===== config.mk =====
export PLATFORM = sky130hd
export DESIGN_NAME = cv32e40s_rvfi_retire_sched
export DESIGN_NICKNAME = d
export VERILOG_FILES = /design/src/rtl/cv32e40s_rvfi_retire_sched.sv
export SDC_FILE = /design/constraint.sdc
export NUM_CORES = 1
export LEC_CHECK = 0
export ABC_AREA = 0
export BUFFER_PORTS_ARGS = -buffer_cell sky130_fd_sc_hd__buf_2
export CORE_ASPECT_RATIO = 1.1
export CORE_MARGIN = 1.5
export CORE_UTILIZATION = 45
export CTS_CLUSTER_SIZE = 30
export DETAILED_ROUTE_END_ITERATION = 6
export SYNTH_ARGS = -nofsm -noshare
export SYNTH_HDL_FRONTEND = slang
export SYNTH_SLANG_ARGS = --single-unit

===== constraint.sdc =====
create_clock -name clk -period 56.2 [get_ports clk]
set_input_delay 2.81 -clock clk [delete_from_list [all_inputs] [get_ports clk]]
set_output_delay 2.81 -clock clk [all_outputs]
set_load 0.02 [all_outputs]

===== src/rtl/cv32e40s_rvfi_retire_sched.sv =====
// RVFI retirement scheduler: in-order FIFO of WB retirement records with
// order numbering and attachment of pending trap-entry (rvfi_intr_t) info.
module cv32e40s_rvfi_retire_sched #(
  parameter int DEPTH   = 4,
  parameter int ORDER_W = 64
) (
  input  logic                   clk,
  input  logic                   rst,
  input  logic                   wb_valid_i,
  input  logic [31:0]            wb_pc_i,
  input  logic [31:0]            wb_instr_i,
  input  logic [13:0]            wb_trap_i,
  input  logic                   intr_event_i,
  input  logic                   intr_is_irq_i,
  input  logic [10:0]            intr_cause_i,
  input  logic                   rvfi_ready_i,
  output logic                   rvfi_valid_o,
  output logic [ORDER_W-1:0]     rvfi_order_o,
  output logic [31:0]            rvfi_pc_rdata_o,
  output logic [31:0]            rvfi_insn_o,
  output logic [13:0]            rvfi_trap_o,
  output logic [13:0]            rvfi_intr_o,
  output logic [$clog2(DEPTH):0] count_o,
  output logic                   overflow_o
);

  localparam int AW = $clog2(DEPTH);
  localparam int CW = AW + 1;

  typedef struct packed {
    logic [ORDER_W-1:0] order;
    logic [31:0]        pc;
    logic [31:0]        insn;
    logic [13:0]        trap;
    logic [13:0]        intr;
  } rec_t;

  // rvfi_intr_t: {cause, interrupt, exception, intr}
  function automatic logic [13:0] form_intr(input logic [10:0] cause, input logic is_irq);
    return {cause, is_irq, ~is_irq, 1'b1};
  endfunction

  rec_t               mem_r [DEPTH];
  logic [AW-1:0]      rd_ptr_r;
  logic [AW-1:0]      wr_ptr_r;
  logic [CW-1:0]      count_r;
  logic [ORDER_W-1:0] order_r;
  logic [13:0]        pend_intr_r;
  logic               overflow_r;

  logic               full_s;
  logic               pop_s;
  logic               push_s;
  logic               drop_s;
  logic [13:0]        new_intr_s;
  logic [13:0]        rec_intr_s;
  rec_t               new_rec_s;
  rec_t               head_s;

  // Handshake decode and formation of the record to be pushed
  always_comb begin
    full_s     = (count_r == CW'(DEPTH));
    pop_s      = (count_r != {CW{1'b0}}) && rvfi_ready_i;
    push_s     = wb_valid_i && (!full_s || pop_s);
    drop_s     = wb_valid_i && !push_s;
    new_intr_s = form_intr(intr_cause_i, intr_is_irq_i);
    // A trap entered in the same cycle marks this as the handler's first instruction
    if (intr_event_i) begin
      rec_intr_s = new_intr_s;
    end else begin
      rec_intr_s = pend_intr_r;
    end
    new_rec_s       = '0;
    new_rec_s.order = order_r;
    new_rec_s.pc    = wb_pc_i;
    new_rec_s.insn  = wb_instr_i;
    new_rec_s.trap  = wb_trap_i;
    new_rec_s.intr  = rec_intr_s;
  end

  // FIFO storage, pointers, occupancy, order counter, pending intr, sticky overflow
  always_ff @(posedge clk or posedge rst) begin
    if (rst) begin
      for (int i = 0; i < DEPTH; i++) begin
        mem_r[i] <= '0;
      end
      rd_ptr_r    <= '0;
      wr_ptr_r    <= '0;
      count_r     <= '0;
      order_r     <= '0;
      pend_intr_r <= 14'd0;
      overflow_r  <= 1'b0;
    end else begin
      if (push_s) begin
        mem_r[wr_ptr_r] <= new_rec_s;
        wr_ptr_r        <= wr_ptr_r + AW'(1);
        order_r         <= order_r + ORDER_W'(1);
      end
      if (pop_s) begin
        rd_ptr_r <= rd_ptr_r + AW'(1);
      end
      case ({push_s, pop_s})
        2'b10:   count_r <= count_r + CW'(1);
        2'b01:   count_r <= count_r - CW'(1);
        default: count_r <= count_r;
      endcase
      // Dropped pushes keep the pending intr; the latest trap overwrites it
      if (push_s) begin
        pend_intr_r <= 14'd0;
      end else if (intr_event_i) begin
        pend_intr_r <= new_intr_s;
      end
      if (drop_s) begin
        overflow_r <= 1'b1;
      end
    end
  end

  // Head record drive; payload forced to zero when empty
  always_comb begin
    head_s = mem_r[rd_ptr_r];
    if (count_r != {CW{1'b0}}) begin
      rvfi_valid_o    = 1'b1;
      rvfi_order_o    = head_s.order;
      rvfi_pc_rdata_o = head_s.pc;
      rvfi_insn_o     = head_s.insn;
      rvfi_trap_o     = head_s.trap;
      rvfi_intr_o     = head_s.intr;
    end else begin
      rvfi_valid_o    = 1'b0;
      rvfi_order_o    = '0;
      rvfi_pc_rdata_o = 32'd0;
      rvfi_insn_o     = 32'd0;
      rvfi_trap_o     = 14'd0;
      rvfi_intr_o     = 14'd0;
    end
  end

  assign count_o    = count_r;
  assign overflow_o = overflow_r;

endmodule


Word level (Yosys, flattened, before mapping)
Index checks and enable logic that the tools add are counted.
{"block": "word_totals", "register_bits": 710, "input_bits": 95, "output_inout_bits": 161, "word_cells": 64}
{"block": "classes", "addsub": 5, "magnitude_cmp": 3, "eq_ne": 3, "n_mux": 15, "n_bitwise": 3, "reduce_logical": 9}
{"cell": "$bwmux 624", "n": 1}
{"cell": "$mux 156", "n": 3}
{"cell": "$bmux 156 s2", "n": 1}
{"cell": "$demux 156 s2", "n": 1}
{"cell": "$add 64x1->64 const B", "n": 1}
{"cell": "$mux 32", "n": 2}
{"cell": "$mux 64", "n": 1}
{"cell": "$mux 14", "n": 4}
{"cell": "$ge 3x3->1 const B", "n": 2}
{"cell": "$not 2->3", "n": 2}
{"cell": "$pmux 3 s2", "n": 1}
{"cell": "$add 2x1->2 const B", "n": 2}
{"cell": "$logic_and 1x1->1", "n": 4}
{"cell": "$add 3x1->3 const B", "n": 1}
{"cell": "$eq 3x3->1 const B", "n": 1}
{"cell": "$lt 3x1->1 const B", "n": 1}
{"cell": "$reduce_bool 3->1", "n": 1}
{"cell": "$sub 3x1->3 const B", "n": 1}
{"cell": "$eq 2x1->1 const B", "n": 1}
{"cell": "$eq 2x2->1 const B", "n": 1}
{"cell": "$logic_not 1->1", "n": 2}
{"cell": "$reduce_bool 2->1", "n": 1}
{"cell": "$logic_or 1x1->1", "n": 1}
{"cell": "$mux 1", "n": 1}
{"cell": "$not 1->1", "n": 1}

Longest topological paths before layout
Gate-level depths: netlist (run 1).
{"block": "logic_depth", "depth_word": 6, "depth_mapped": 10, "mapped_depth_nobuf": 9}

Worst setup path after synthesis (run 1)
Ideal clock, no wire load.
{"block": "synth_path", "kind": "register to output", "start": "register rd_ptr_r[1]", "end": "output port rvfi_order_o[44]", "arrival_ns": 2.108, "t_required_ns": 53.390, "path_slack_ns": 51.282, "stages_incl_launch_ff": 7, "n_path_buf": 4, "path_cell_list": "dfrtp_1 > clkbuf_1 > buf_1 > clkbuf_1 > buf_1 > mux4_2 > and2_1"}
{"block": "synth_between", "elab_chain_len": 5}
{"element": "start: declaration", "line": "44", "source": "logic [AW-1:0] rd_ptr_r;"}
{"element": "start signal: assignment", "line": "100", "source": "rd_ptr_r <= rd_ptr_r + AW'(1);"}
{"element": "$not 2->3 (not written as such)", "line": "121", "source": "head_s = mem_r[rd_ptr_r];"}
{"element": "$bmux 156 s2", "line": "121"}
{"element": "$mux 156 (not written as such) (2 in series)", "line": "121"}
{"element": "$mux 64", "line": "122", "source": "if (count_r != {CW{1'b0}}) begin"}
{"element": "end: declaration", "line": "18", "source": "output logic [ORDER_W-1:0] rvfi_order_o,"}
Every way passes these cells. The select of a mux whose other input is x is not followed.

Worst setup path in the final report (run 1)
{"block": "layout_path", "start": "register rd_ptr_r[0]", "end": "output port rvfi_order_o[61]"}
The elaborated chain is that of the path after synthesis.

==> results.md, run 1 <==
| Step | Metric | Reported |
|---|---|---|
| power | Power share of the sequential group | 37.2% |
| floorplan | Die area | 0.0720 mm^2 |
| synth | Async set-or-reset flop fraction in the synthesized netlist | 100% |
| clocking | Deepest level of the CTS H-tree | 3 |
| sta | Final critical-path setup slack | 49,260 ps |
| floorplan | Number of cell rows | 101 |
| floorplan | Overall die height | 281 um |
| place | Post-place setup slack | 49,760 ps |
| critical path | Type of the setup path with the least slack | reg -> out |
| global route | Number of antenna violations at the first check in global routing | 6 |
| floorplan | Horizontal die dimension | 256 um |
| critical path | Data required time of the critical path | 53,390 ps |
| finish | Most frequent cells in the layout | dfrtp_1, mux2_2, buf_2 |
| clocking | Master cell of the clock root buffer | clkbuf_16 |
| synth | Dominant combinational cell family by area after synthesis | multiplexers |
| sta | Max-slew violation count | 0 |
| global route | Maximum number of pins on one net before global-route repair | 182 |
| critical path | Count of cells along the worst register-to-register path | 7 |
| drt | Avg WL per Cell | 22.0 um |
| synth | Mapped Area | 0.0317 mm^2 |
| finish | Number of nets in the layout | 2,441 |
| sta | Slew Limit Headroom | 25.1% |
| power | Power per standard cell area | 58.5 mW/mm^2 |
| drt | Total Wirelength | 73,100 um |
| global route | Global-route total usage across every layer | 20.8% |
| critical path | Critical path arrival | 4130 ps |
| sta | Fmax | 0.144 GHz |
| finish | Number of fill cells in the layout | 5,825 |
| floorplan | Initial core utilization | 45.7% |
| place | GPL Wtd Cong | 0.735 |
| power | Worst VDD drop | 0.0418 mV |
| power | Share of total power in combinational logic | 38.7% |
| drt | Number of DRC violations after detailed routing | 0 |
| global route | Wire length of the first global-routing pass | 117,000 um |
| clocking | Worst-skew pair later-pin latency | 610 ps |
| drt | 1st-pass router iterations | 5 |
| power | Switching power total | 0.000717 W |
| power | Clock network power share | 24.1% |
| min path | HP Class | reg -> reg |
| place | Number of placed instances, taps included | 3,189 |
| power | Power Internal | 0.00141 W |
| synth | Sequential area share after synthesis | 56.1% |
| finish | Number of cells in the finished layout apart from fillers | 3,327 |
| power | Leakage power | 16.5 nW |
| synth | Number of synthesized register bits | 710 |
| clocking | Number of sinks handled by clock tree synthesis | 710 |
| drt | Number of antenna-violating nets in the routed design | 0 |
| drt | Via density per instance | 5.51 |
| place | Instance area after placement | 0.0337 mm^2 |
| clocking | # hold bufs at CTS | 0 |
| critical path | Sort of element at the end of the critical path | output pin |
| job | Max Cap Viol | 0 |
| min path | Hold wc startpoint | overflow_o$_DFFE_PP0P_ |
| sta | Final hold violation count | 0 |
| sta | Final Critical Period | 6940 ps |
| floorplan | Ports placed on the boundary | 256 |
| clocking | Clock buffers created by TritonCTS | 75 |
| global route | Number of global-route vias before repair | 20,000 |
| synth | Post-synthesis net count | 2,246 |
| finish | Fraction of layout instances using a drive strength above 1 | 47.5% |
| sta | Worst setup skew after layout | 18.8 ps |
| drt | Iteration-0 DRC count of the detailed router | 1,046 |
| finish | Post-Layout Inst Area | 0.0363 mm^2 |
| synth | Count of warnings emitted by yosys | 0 |
| floorplan | Core Footprint | 0.0694 mm^2 |
| min path | Capture endpoint of the worst hold path | overflow_o$_DFFE_PP0P_ |
| global route | Global route total overflow | 0 |
| power | Switch share | 33.8% |
| critical path | Start of the worst register-to-register path | count_o[0]$_DFFE_PP0P_ |
| finish | Post-synthesis to final-layout area growth | 14.4% |
| sta | Final total negative setup slack | 0 ps |
| synth | Adder-Cell Fraction of Synth Area | 0.300% |
| clocking | Resized cells post-CTS | 0 |
| clocking | TritonCTS clock tree | built |
| sta | Finish-stage setup viols | 0 |
| clocking | Clock transition time at the flip-flop clock pins of the worst setup and hold paths | 60 ps |
| synth | Compound-Gate Fraction of Synth Area | 1.10% |
| critical path | Reg2reg end | mem_r[393]$_DFFE_PP0P_ |
| sta | Final cycle utilization of the critical path | 12.3% |
| place | HPWL after DPL | 43,500 um |
| sta | Setup repair after global routing missed its margin | no |
| place | Count of input and output buffers | 255 |
| synth | Mean instance size in the synthesized netlist | 14.8 um^2 |
| synth | Share of the synthesized netlist area taken by xor and xnor gates | 1.91% |
| drt | Routed via count | 18,300 |
| synth | Cells after Synth | 2,144 |
| synth | Leading register cell type out of synthesis | dfrtp_1 |
| synth | Mux cell area share after synthesis | 31.3% |
| critical path | Worst setup slack for register-to-register paths | 52,360 ps |
| clocking | Buffer levels on the longest clock path | 3 |
| finish | Most common library cell in the layout ignoring fill and taps | dfrtp_1 |
| sta | Slew at the pin closest to its max-slew limit | 1120 ps |
| clocking | Post-CTS Setup Repair Bufs | 0 |
| synth | Post-synth EDFFs | 0 |
| critical path | Crit start category | flop |
| critical path | Largest fanout of any net on the critical path | 47 |
| min path | Cell depth of the worst hold path | 1 |
| synth | Synthesized-area fraction occupied by and/or/nand/nor cells | 6.85% |
| run status | Run status | finished, final reports clean |
| synth | Netlist cell types | 43 |
[critical path: stages (launching register included)]
cell	delay, ps
dfrtp_4	910
buf_4	800
buf_4	820
mux4_2	590
and2_1	180
buf_2	170
[Yosys cell counts, types with 4 or more instances]
cell type	n	share of area (%)
dfrtp_1	710	56
mux2_2	557	20
and2_1	159	3.1
mux4_2	156	11
nand2_1	98	1.2
buf_2	69	1.1
o21ai_0	68	1.1
clkbuf_1	66	0.78
xnor2_1	37	1.0
nor2_1	32	0.38
xor2_1	32	0.88
nand4_1	25	0.49
nand3_1	24	0.38
buf_1	14	0.17
mux2i_1	14	0.44
nor3_1	12	0.19
buf_4	10	0.24
inv_1	10	0.12
and3_1	6	0.12
ha_1	6	0.24
and4_1	4	0.11
nor3_2	4	0.13
nor4_1	4	0.079
[metal layers]
layer / share of wire, % / track usage, %
met1: 46 / 28.9
met2: 49 / 34.5
met3: 3.7 / 3.34
met4: 1.7 / 5.23
met5: 0.037 / 0
[kinds of logic (layout without fill, tap and decap cells)]
| group | count (synthesis) | count (layout) |
|---|---|---|
| AO/OA/AOI/OAI | 69 | 69 |
| XOR/XNOR | 69 | 69 |
| adder cells (fa/ha/maj) | 7 | 7 |
| buffers and inverters | 173 | 427 |
| flip-flops | 710 | 710 |
| multiplexers | 727 | 727 |
| other | 0 | 2 |
| AND/OR/NAND/NOR | 389 | 389 |
[stage by stage]
stage                     total power, W  hold slack [ps]  utilization [%]
final                            0.00212              471             52.3
after global routing             0.00225              488             52.3
after CTS                        0.00215              464             52.2
after detailed placement         0.00164              443             48.6
after global placement           0.00161              443             48.6
after floorplan                  0.00138              445                -
[worst max path at each step]
stage | to | start | slack [ps] | cells past startpoint
floorplan | count_o[0]$_DFFE_PP0P_ | rst | 33480 | 1
global placement | rvfi_order_o[62] | rd_ptr_r[0]$_DFFE_PP0P_ | 49760 | 5
detailed placement | rvfi_order_o[62] | rd_ptr_r[0]$_DFFE_PP0P_ | 49760 | 5
CTS | rvfi_order_o[62] | rd_ptr_r[0]$_DFFE_PP0P_ | 49100 | 5
global route | rvfi_order_o[62] | rd_ptr_r[0]$_DFFE_PP0P_ | 48940 | 5
finish | rvfi_order_o[61] | rd_ptr_r[0]$_DFFE_PP0P_ | 49260 | 5
[power groups by stage]
stage / Clock [W] / Sequential (W) / Combinational (W)
after floorplan: 0 / 0.000753 / 0.000632
after global placement: 0 / 0.000785 / 0.000821
after detailed placement: 0 / 0.000799 / 0.000836
after CTS: 0.000525 / 0.000790 / 0.000838
after global routing: 0.000549 / 0.000813 / 0.000884
final: 0.000511 / 0.000790 / 0.000822
[registers in the layout, indices dropped and copies added, names as in the netlist]
name,cells
rd_ptr_r,2
pend_intr_r,14
mem_r,624
order_r,64
count_o,3
wr_ptr_r,2
overflow_o,1
[area by class of cell]
class,instances,area (um^2),share of cell area [%]
inverter,11,48.8,0.135
multi-input combinational,1261,13200,36.4
clock buffer,110,2250,6.22
clock inverter,26,312,0.859
antenna,2,5.00,0.0138
sequential,710,17800,49.0
timing repair buffer,280,1510,4.18
tap,927,1160,3.20
Power figures use the tool's default switching activity.
==> inputs of run 2 (changes only) <==
--- a/config.mk
+++ b/config.mk
@@ -12,6 +12,7 @@
 export CORE_UTILIZATION = 45
 export CTS_CLUSTER_SIZE = 30
 export DETAILED_ROUTE_END_ITERATION = 6
+export PLACE_DENSITY = 0.65
 export SYNTH_ARGS = -nofsm -noshare
 export SYNTH_HDL_FRONTEND = slang
 export SYNTH_SLANG_ARGS = --single-unit
==> constraint.sdc (replaced) <==
create_clock -name clk -period 6 [get_ports clk]
set_input_delay 0.3 -clock clk [delete_from_list [all_inputs] [get_ports clk]]
set_output_delay 0.3 -clock clk [all_outputs]
set_load 0.02 [all_outputs]
==> run 2 against run 1 <==
Clock skew up 8.3 ps; die area unchanged; power rose to 9.4 times the previous value; highest routed layer unchanged; final area up 2.4%; non-clock buffer count up 85; critical path depth down 1; final cell count up 2.5%; combinational power rose to 9.6 times the previous value; routed wire length down 0.42%; sequential share of layout area down 1.2 points; critical endpoint is now rvfi_order_o[4].
==> results.md, run 2 (same netlist as run 1, synthesis figures left out) <==
| Step | Metric | Reported |
|---|---|---|
| run status | Run status | finished, final reports clean |
| clocking | Clock buffers created by TritonCTS | 77 |
| clocking | Clock transition time at the flip-flop clock pins of the worst setup and hold paths | 60 ps |
| power | Power per standard cell area | 537 mW/mm^2 |
| floorplan | Die area | 0.0720 mm^2 |
| sta | Setup repair after global routing missed its margin | no |
| place | Count of input and output buffers | 255 |
| finish | Number of cells in the finished layout apart from fillers | 3,410 |
| finish | Fraction of layout instances using a drive strength above 1 | 46.0% |
| finish | Most frequent cells in the layout | dfrtp_1, mux2_2, buf_2 |
| clocking | Worst-skew pair later-pin latency | 610 ps |
| critical path | Sort of element at the end of the critical path | output pin |
| clocking | TritonCTS clock tree | built |
| job | Max Cap Viol | 0 |
| sta | Worst setup skew after layout | 27.1 ps |
| finish | Top flop regs | mem_r x624, order_r x64, pend_intr_r x14 |
| power | Worst VDD drop | 0.383 mV |
| global route | Number of global-route vias before repair | 20,500 |
| drt | 1st-pass router iterations | 4 |
| drt | Number of antenna-violating nets in the routed design | 0 |
| sta | Max-slew violation count | 0 |
| global route | Global-route total usage across every layer | 20.7% |
| sta | Final cycle utilization of the critical path | 59.5% |
| critical path | Critical path arrival | 3270 ps |
| drt | Routed via count | 18,700 |
| clocking | Number of sinks handled by clock tree synthesis | 710 |
| critical path | Type of the setup path with the least slack | reg -> out |
| finish | Post-synthesis to final-layout area growth | 17.1% |
| finish | Final core occ | 53.5% |
| finish | Most common library cell in the layout ignoring fill and taps | dfrtp_1 |
| critical path | Data required time of the critical path | 5700 ps |
| sta | Final total negative setup slack | 0 ps |
| finish | Most flop-heavy register | mem_r |
| floorplan | Initial core utilization | 45.7% |
| drt | Via density per instance | 5.47 |
| sta | Final Critical Period | 3570 ps |
| place | HPWL after DPL | 44,000 um |
| power | Leakage power | 16.9 nW |
| floorplan | Number of cell rows | 101 |
| clocking | Buffer levels on the longest clock path | 3 |
| floorplan | Core Footprint | 0.0694 mm^2 |
| finish | Number of nets in the layout | 2,528 |
| sta | Slew at the pin closest to its max-slew limit | 1140 ps |
| floorplan | Horizontal die dimension | 256 um |
| drt | Number of DRC violations after detailed routing | 0 |
| global route | Number of antenna violations at the first check in global routing | 6 |
| global route | Global route total overflow | 0 |
| floorplan | Overall die height | 281 um |
| global route | Wire length of the first global-routing pass | 117,000 um |
| drt | Avg WL per Cell | 21.4 um |
| finish | Number of flip-flops under the largest register name | 624 |
| place | GPL Wtd Cong | 0.734 |
| clocking | Deepest level of the CTS H-tree | 3 |
| sta | Final hold violation count | 0 |
| sta | Finish-stage setup viols | 0 |
| min path | HP Class | in -> reg |
| sta | Fmax | 0.280 GHz |
| floorplan | Ports placed on the boundary | 256 |
| global route | Maximum number of pins on one net before global-route repair | 168 |
| critical path | Crit start category | flop |
| place | Number of placed instances, taps included | 3,193 |
| finish | Number of fill cells in the layout | 5,674 |
| clocking | Master cell of the clock root buffer | clkbuf_16 |
| drt | Total Wirelength | 72,800 um |
| drt | Iteration-0 DRC count of the detailed router | 1,033 |
| critical path | Largest fanout of any net on the critical path | 45 |
| sta | Slew Limit Headroom | 24.0% |
-- run 2: changes by cell type in the layout (fill, tap and decap cells not counted), sizes merged --
cell	delta
dlygate4sd3	+81
buf	+4
clkbuf	-4
clkinv	+2
bufinv	-1
inv	+1
-- run 2: per-stage QoR --
step / cell area (um^2) / hold WS [ps] / total power [W] / worst slack, ps
finish: 37100 / 46.2 / 0.0199 / 2430
detailed placement: 33800 / 375 / 0.0154 / 2630
global route: 37100 / 37.3 / 0.0210 / 2200
CTS: 37100 / 0.618 / 0.0202 / 2320
global placement: 33800 / 374 / 0.0150 / 2680
floorplan: 31700 / 417 / 0.0130 / -4020
-- run 2: final timing paths --
path / startpoint / end / slack, ps / depth (start not counted)
setup / recovery: rd_ptr_r[0]$_DFFE_PP0P_ / rvfi_order_o[4] / 2430 / 4
hold / removal: intr_cause_i[4] / pend_intr_r[7]$_DFF_PP0_ / 50 / 3
setup reg to reg: count_o[0]$_DFFE_PP0P_ / mem_r[546]$_DFFE_PP0P_ / 2690 / 6
hold reg to reg: overflow_o$_DFFE_PP0P_ / overflow_o$_DFFE_PP0P_ / 470 / 1
max in group asynchronous: rst / mem_r[216]$_DFFE_PP0P_ / 3980 / 5
min in group asynchronous: rst / mem_r[522]$_DFFE_PP0P_ / 300 / 3
-- run 2: layout make-up --
class,count,area (um^2),area share (%)
Antenna cell,2,5.00,0.0135
Clock buffer,106,2210,5.96
Timing Repair Buffer,365,2430,6.55
Multi-Input combinational cell,1261,13200,35.5
Tap cell,927,1160,3.12
Inverter,11,45.0,0.121
Sequential cell,710,17800,47.9
Clock inverter,28,317,0.853
-- run 2: critical path, cell delays in order (launching register included) --
cell	delay [ps]
dfrtp_4	910
buf_4	750
mux4_2	600
and2_1	170
buf_2	180
-- run 2: timing repair --
action                                 4_1_cts  5_1_grt
gates resized for setup                      0        0
endpoints found under the hold margin      322        0
hold buffers                                81        0
buffers inserted                             0        0
-- run 2: where the power goes --
| group | leakage, nW | internal (W) | switching (W) |
|---|---|---|---|
| Clock | 1.26 | 0.00284 | 0.00190 |
| Combinational | 6.72 | 0.00391 | 0.00395 |
| Sequential | 8.93 | 0.00642 | 0.000910 |
-- run 2: routing by layer --
layer	global-route usage, %	up-vias	wire, um
met1	27.5	9936	32200
met4	6.07	4	1540
li1	-	8275	-
met3	3.47	100	2940
met2	35.1	338	36200
met5	0	-	27
==> inputs of run 3 (changes only) <==
--- a/config.mk
+++ b/config.mk
@@ -5,7 +5,7 @@
 export SDC_FILE = /design/constraint.sdc
 export NUM_CORES = 1
 export LEC_CHECK = 0
-export ABC_AREA = 0
+export ABC_AREA = 1
 export BUFFER_PORTS_ARGS = -buffer_cell sky130_fd_sc_hd__buf_2
 export CORE_ASPECT_RATIO = 1.1
 export CORE_MARGIN = 1.5
==> constraint.sdc (replaced) <==
create_clock -name clk -period 3.2 [get_ports clk]
set_input_delay 0.16 -clock clk [delete_from_list [all_inputs] [get_ports clk]]
set_output_delay 0.16 -clock clk [all_outputs]
set_load 0.02 [all_outputs]
==> run 3 against run 2 <==
Non-clock buffer count rose by 48; clock skew fell by 6.4 ps; clock power rose by 93%; power rose by 98%; setup slack got worse by 2200 ps; die area rose by 2.3%; final cell count rose by 53%; highest routed layer is now met4.
==> results.md, run 3 <==
| Step | Metric | Reported |
|---|---|---|
| critical path | Count of cells along the worst register-to-register path | 7 |
| floorplan | Horizontal die dimension | 259 um |
| finish | Fraction of layout instances using a drive strength above 1 | 11.0% |
| global route | Global-route total usage across every layer | 24.4% |
| clocking | Buffer levels on the longest clock path | 3 |
| synth | Number of synthesized register bits | 710 |
| synth | Mean instance size in the synthesized netlist | 8.14 um^2 |
| drt | Number of DRC violations after detailed routing | 0 |
| drt | Routed via count | 27,400 |
| drt | Via density per instance | 5.24 |
| min path | Cell depth of the worst hold path | 3 |
| synth | Post-synth EDFFs | 0 |
| critical path | List of cells traversed by the critical path | inv_8, buf_4, o21ai_0, a21oi_1, buf_2 |
| synth | Leading register cell type out of synthesis | dfrtp_1 |
| global route | Number of antenna violations at the first check in global routing | 0 |
| synth | Synthesized-area fraction occupied by and/or/nand/nor cells | 19.9% |
| sta | Final Critical Period | 2990 ps |
| drt | Number of antenna-violating nets in the routed design | 0 |
| finish | Most common library cell in the layout ignoring fill and taps | o21ai_0 |
| synth | Sequential area share after synthesis | 54.8% |
| min path | HP Class | in -> reg |
| critical path | Slowest Stage Delay on Critical Path | 630 ps |
| critical path | CP top delay family | buffers and inverters |
| sta | Slew Limit Headroom | 28.3% |
| finish | Most frequent cells in the layout | o21ai_0, nand2_1, nor2_1 |
| run status | Run status | finished, final reports clean |
| finish | Number of cells in the finished layout apart from fillers | 5,218 |
| synth | Count of warnings emitted by yosys | 0 |
| synth | Mux cell area share after synthesis | 0.339% |
| synth | Cell accounting for the most synthesized area | dfrtp_1 |
| synth | Dominant combinational cell family by area after synthesis | simple AND/OR/NAND/NOR gates |
| power | Power per standard cell area | 1040 mW/mm^2 |
| critical path | Critical path launch point | rd_ptr_r[0]$_DFFE_PP0P_ |
| finish | Top flop regs | mem_r x624, order_r x64, pend_intr_r x14 |
| clocking | Clock buffers created by TritonCTS | 78 |
| finish | Post-synthesis to final-layout area growth | 16.6% |
| floorplan | Overall die height | 285 um |
| critical path | Type of the setup path with the least slack | reg -> out |
| drt | Iteration-0 DRC count of the detailed router | 2,331 |
| clocking | TritonCTS clock tree | built |
| drt | 1st-pass router iterations | 5 |
| critical path | Largest fanout of any net on the critical path | 110 |
| synth | Most frequently used cell type in the post-synthesis netlist | o21ai_0 |
| power | Final total power | 0.0395 W |
| min path | Hold wc startpoint | intr_event_i |
| synth | Compound-Gate Fraction of Synth Area | 17.2% |
| finish | Number of flip-flops under the largest register name | 624 |
| critical path | Start of the worst register-to-register path | count_o[0]$_DFFE_PP0P_ |
| sta | Setup repair after global routing missed its margin | no |
| sta | Worst setup skew after layout | 20.7 ps |
| drt | Avg WL per Cell | 17.3 um |
| place | HPWL after DPL | 54,300 um |
| sta | Max-slew violation count | 0 |
| place | Number of placed instances, taps included | 4,986 |
| global route | Maximum number of pins on one net before global-route repair | 111 |
| critical path | Sum of buffers and inverters on the critical path | 3 |
| synth | Post-synthesis net count | 4,087 |
| power | Leakage power | 18.0 nW |
| synth | Async set-or-reset flop fraction in the synthesized netlist | 100% |
| synth | Commonest cells in the synthesized netlist | o21ai_0, nand2_1, nor2_1, dfrtp_1, inv_1 |
| place | Post-place setup slack | 879 ps |
| power | Worst VDD drop | 0.510 mV |
| sta | Final hold violation count | 0 |
| synth | Post-synth top area share | 54.8% |
| critical path | Critical path arrival | 2830 ps |
| global route | Global route total overflow | 0 |
| job | Max Cap Viol | 0 |
| synth | Netlist cell types | 33 |
| clocking | Master cell of the clock root buffer | clkbuf_16 |
| synth | Cells after Synth | 3,985 |
| sta | Fmax | 0.334 GHz |
| critical path | Critical-path top delay cell | dfrtp_4 |
| synth | Leading cell types by total area after synthesis | dfrtp_1, o21ai_0, nand2_1, nor2_1, a21oi_1 |
| clocking | Worst-skew pair later-pin latency | 620 ps |
| floorplan | Die area | 0.0737 mm^2 |
| place | GPL Wtd Cong | 0.901 |
| sta | Slew at the pin closest to its max-slew limit | 1070 ps |
| finish | Number of fill cells in the layout | 6,839 |
| synth | Mapped Area | 0.0324 mm^2 |
| clocking | Clock transition time at the flip-flop clock pins of the worst setup and hold paths | 60 ps |
| clocking | Deepest level of the CTS H-tree | 3 |
| global route | Number of global-route vias before repair | 26,200 |
| sta | Final critical-path setup slack | 210 ps |
| floorplan | Initial core utilization | 45.4% |
| clocking | Number of sinks handled by clock tree synthesis | 710 |
| finish | Number of nets in the layout | 4,317 |
| floorplan | Ports placed on the boundary | 256 |
| sta | Final cycle utilization of the critical path | 93.4% |
| finish | Most flop-heavy register | mem_r |
| critical path | Critical path depth in cells | 5 |
| place | Count of input and output buffers | 255 |
| critical path | Crit start category | flop |
| global route | Wire length of the first global-routing pass | 145,000 um |
| floorplan | Core Footprint | 0.0715 mm^2 |
| sta | Finish-stage setup viols | 0 |
| synth | Share of the synthesized netlist area taken by xor and xnor gates | 0.918% |
| synth | Adder-Cell Fraction of Synth Area | 0.293% |
| drt | Total Wirelength | 90,200 um |
| critical path | Data required time of the critical path | 3040 ps |
| clocking | Resized cells post-CTS | 0 |
| floorplan | Number of cell rows | 103 |
| critical path | Sort of element at the end of the critical path | output pin |
-- run 3: cell count changes after synthesis, sizes merged, moves of 171 or more --
cell	change
o21ai	+890
nor2	+730
inv	+171
nand2	+744
mux2	-557
-- run 3: stage by stage --
step / hold WS [ps] / utilization [%] / area [um^2] / TNS (ps)
6_report: 169 / 52.9 / 37800 / 0
3_3_place_gp: 456 / 47.9 / 34300 / 0
4_1_cts: 145 / 52.9 / 37800 / 0
2_1_floorplan: 324 / - / 32400 / -4744120
5_1_grt: 183 / 52.9 / 37800 / 0
3_5_place_dp: 458 / 47.9 / 34300 / 0
-- run 3: worst register-to-register path: stages, from the launching register on --
cell and delay [ps]:
dfrtp_1 440, nor2_2 230, nand2_4 110, nand2_8 120, inv_8 150, nand2_8 450, buf_4 530, o21ai_0 160
-- run 3: path summary, 6_finish.rpt --
kind,endpoint,slack [ps]
worst max-delay path,rvfi_insn_o[20],210
worst min-delay path,pend_intr_r[3]$_DFF_PP0_,170
worst max register to register,mem_r[516]$_DFFE_PP0P_,870
worst min register to register,mem_r[337]$_DFFE_PP0P_,480
max in group asynchronous,mem_r[528]$_DFFE_PP0P_,1850
min in group asynchronous,mem_r[213]$_DFFE_PP0P_,360
-- run 3: layer usage --
| layer | part of all wire (%) | wire [um] | vias up | global-route usage (%) |
|---|---|---|---|---|
| li1 | - | - | 13400 | - |
| met1 | 45 | 40500 | 13200 | 33.5 |
| met2 | 48 | 43000 | 714 | 40.4 |
| met3 | 5.0 | 4500 | 124 | 3.00 |
| met4 | 2.4 | 2190 | 0 | 7.66 |
| met5 | 0 | 0 | - | 0 |
-- run 3: cells by family (layout without fill, tap and decap cells) --
logic type / Yosys count / count (layout)
XOR/XNOR: 34 / 34
flip-flops: 710 / 710
buffers and inverters: 446 / 732
multiplexers: 11 / 11
AO/OA/AOI/OAI: 1116 / 1116
AND/OR/NAND/NOR: 1661 / 1661
adder cells (fa/ha/maj): 7 / 7
other: 0 / 2
-- run 3: area by class of cell --
type | instances | area (um^2) | share of cell area (%)
Clock inverter | 24 | 322 | 0.850
Clock buffer | 112 | 2280 | 6.03
Antenna cell | 2 | 5.00 | 0.0132
Timing Repair Buffer | 413 | 2990 | 7.89
Multi-Input combinational cell | 2829 | 12600 | 33.2
Inverter | 183 | 716 | 1.89
Tap cell | 945 | 1180 | 3.12
Sequential cell | 710 | 17800 | 47.0
-- run 3: repair_timing --
action | in CTS | in global routing
buffers inserted | 0 | 0
hold buffers | 94 | 0
endpoints found under the setup margin | 0 | 0
hold endpoints to repair | 381 | 0
-- run 3: report_power, final --
| part | internal (W) | leakage, nW | switching, W | total, W |
|---|---|---|---|---|
| combinational | 0.00529 | 7.71 | 0.0114 | 0.0167 |
| sequential | 0.0120 | 9.03 | 0.00161 | 0.0136 |
| clock | 0.00551 | 1.29 | 0.00366 | 0.00917 |
| total | 0.0228 | 18.0 | 0.0167 | 0.0395 |
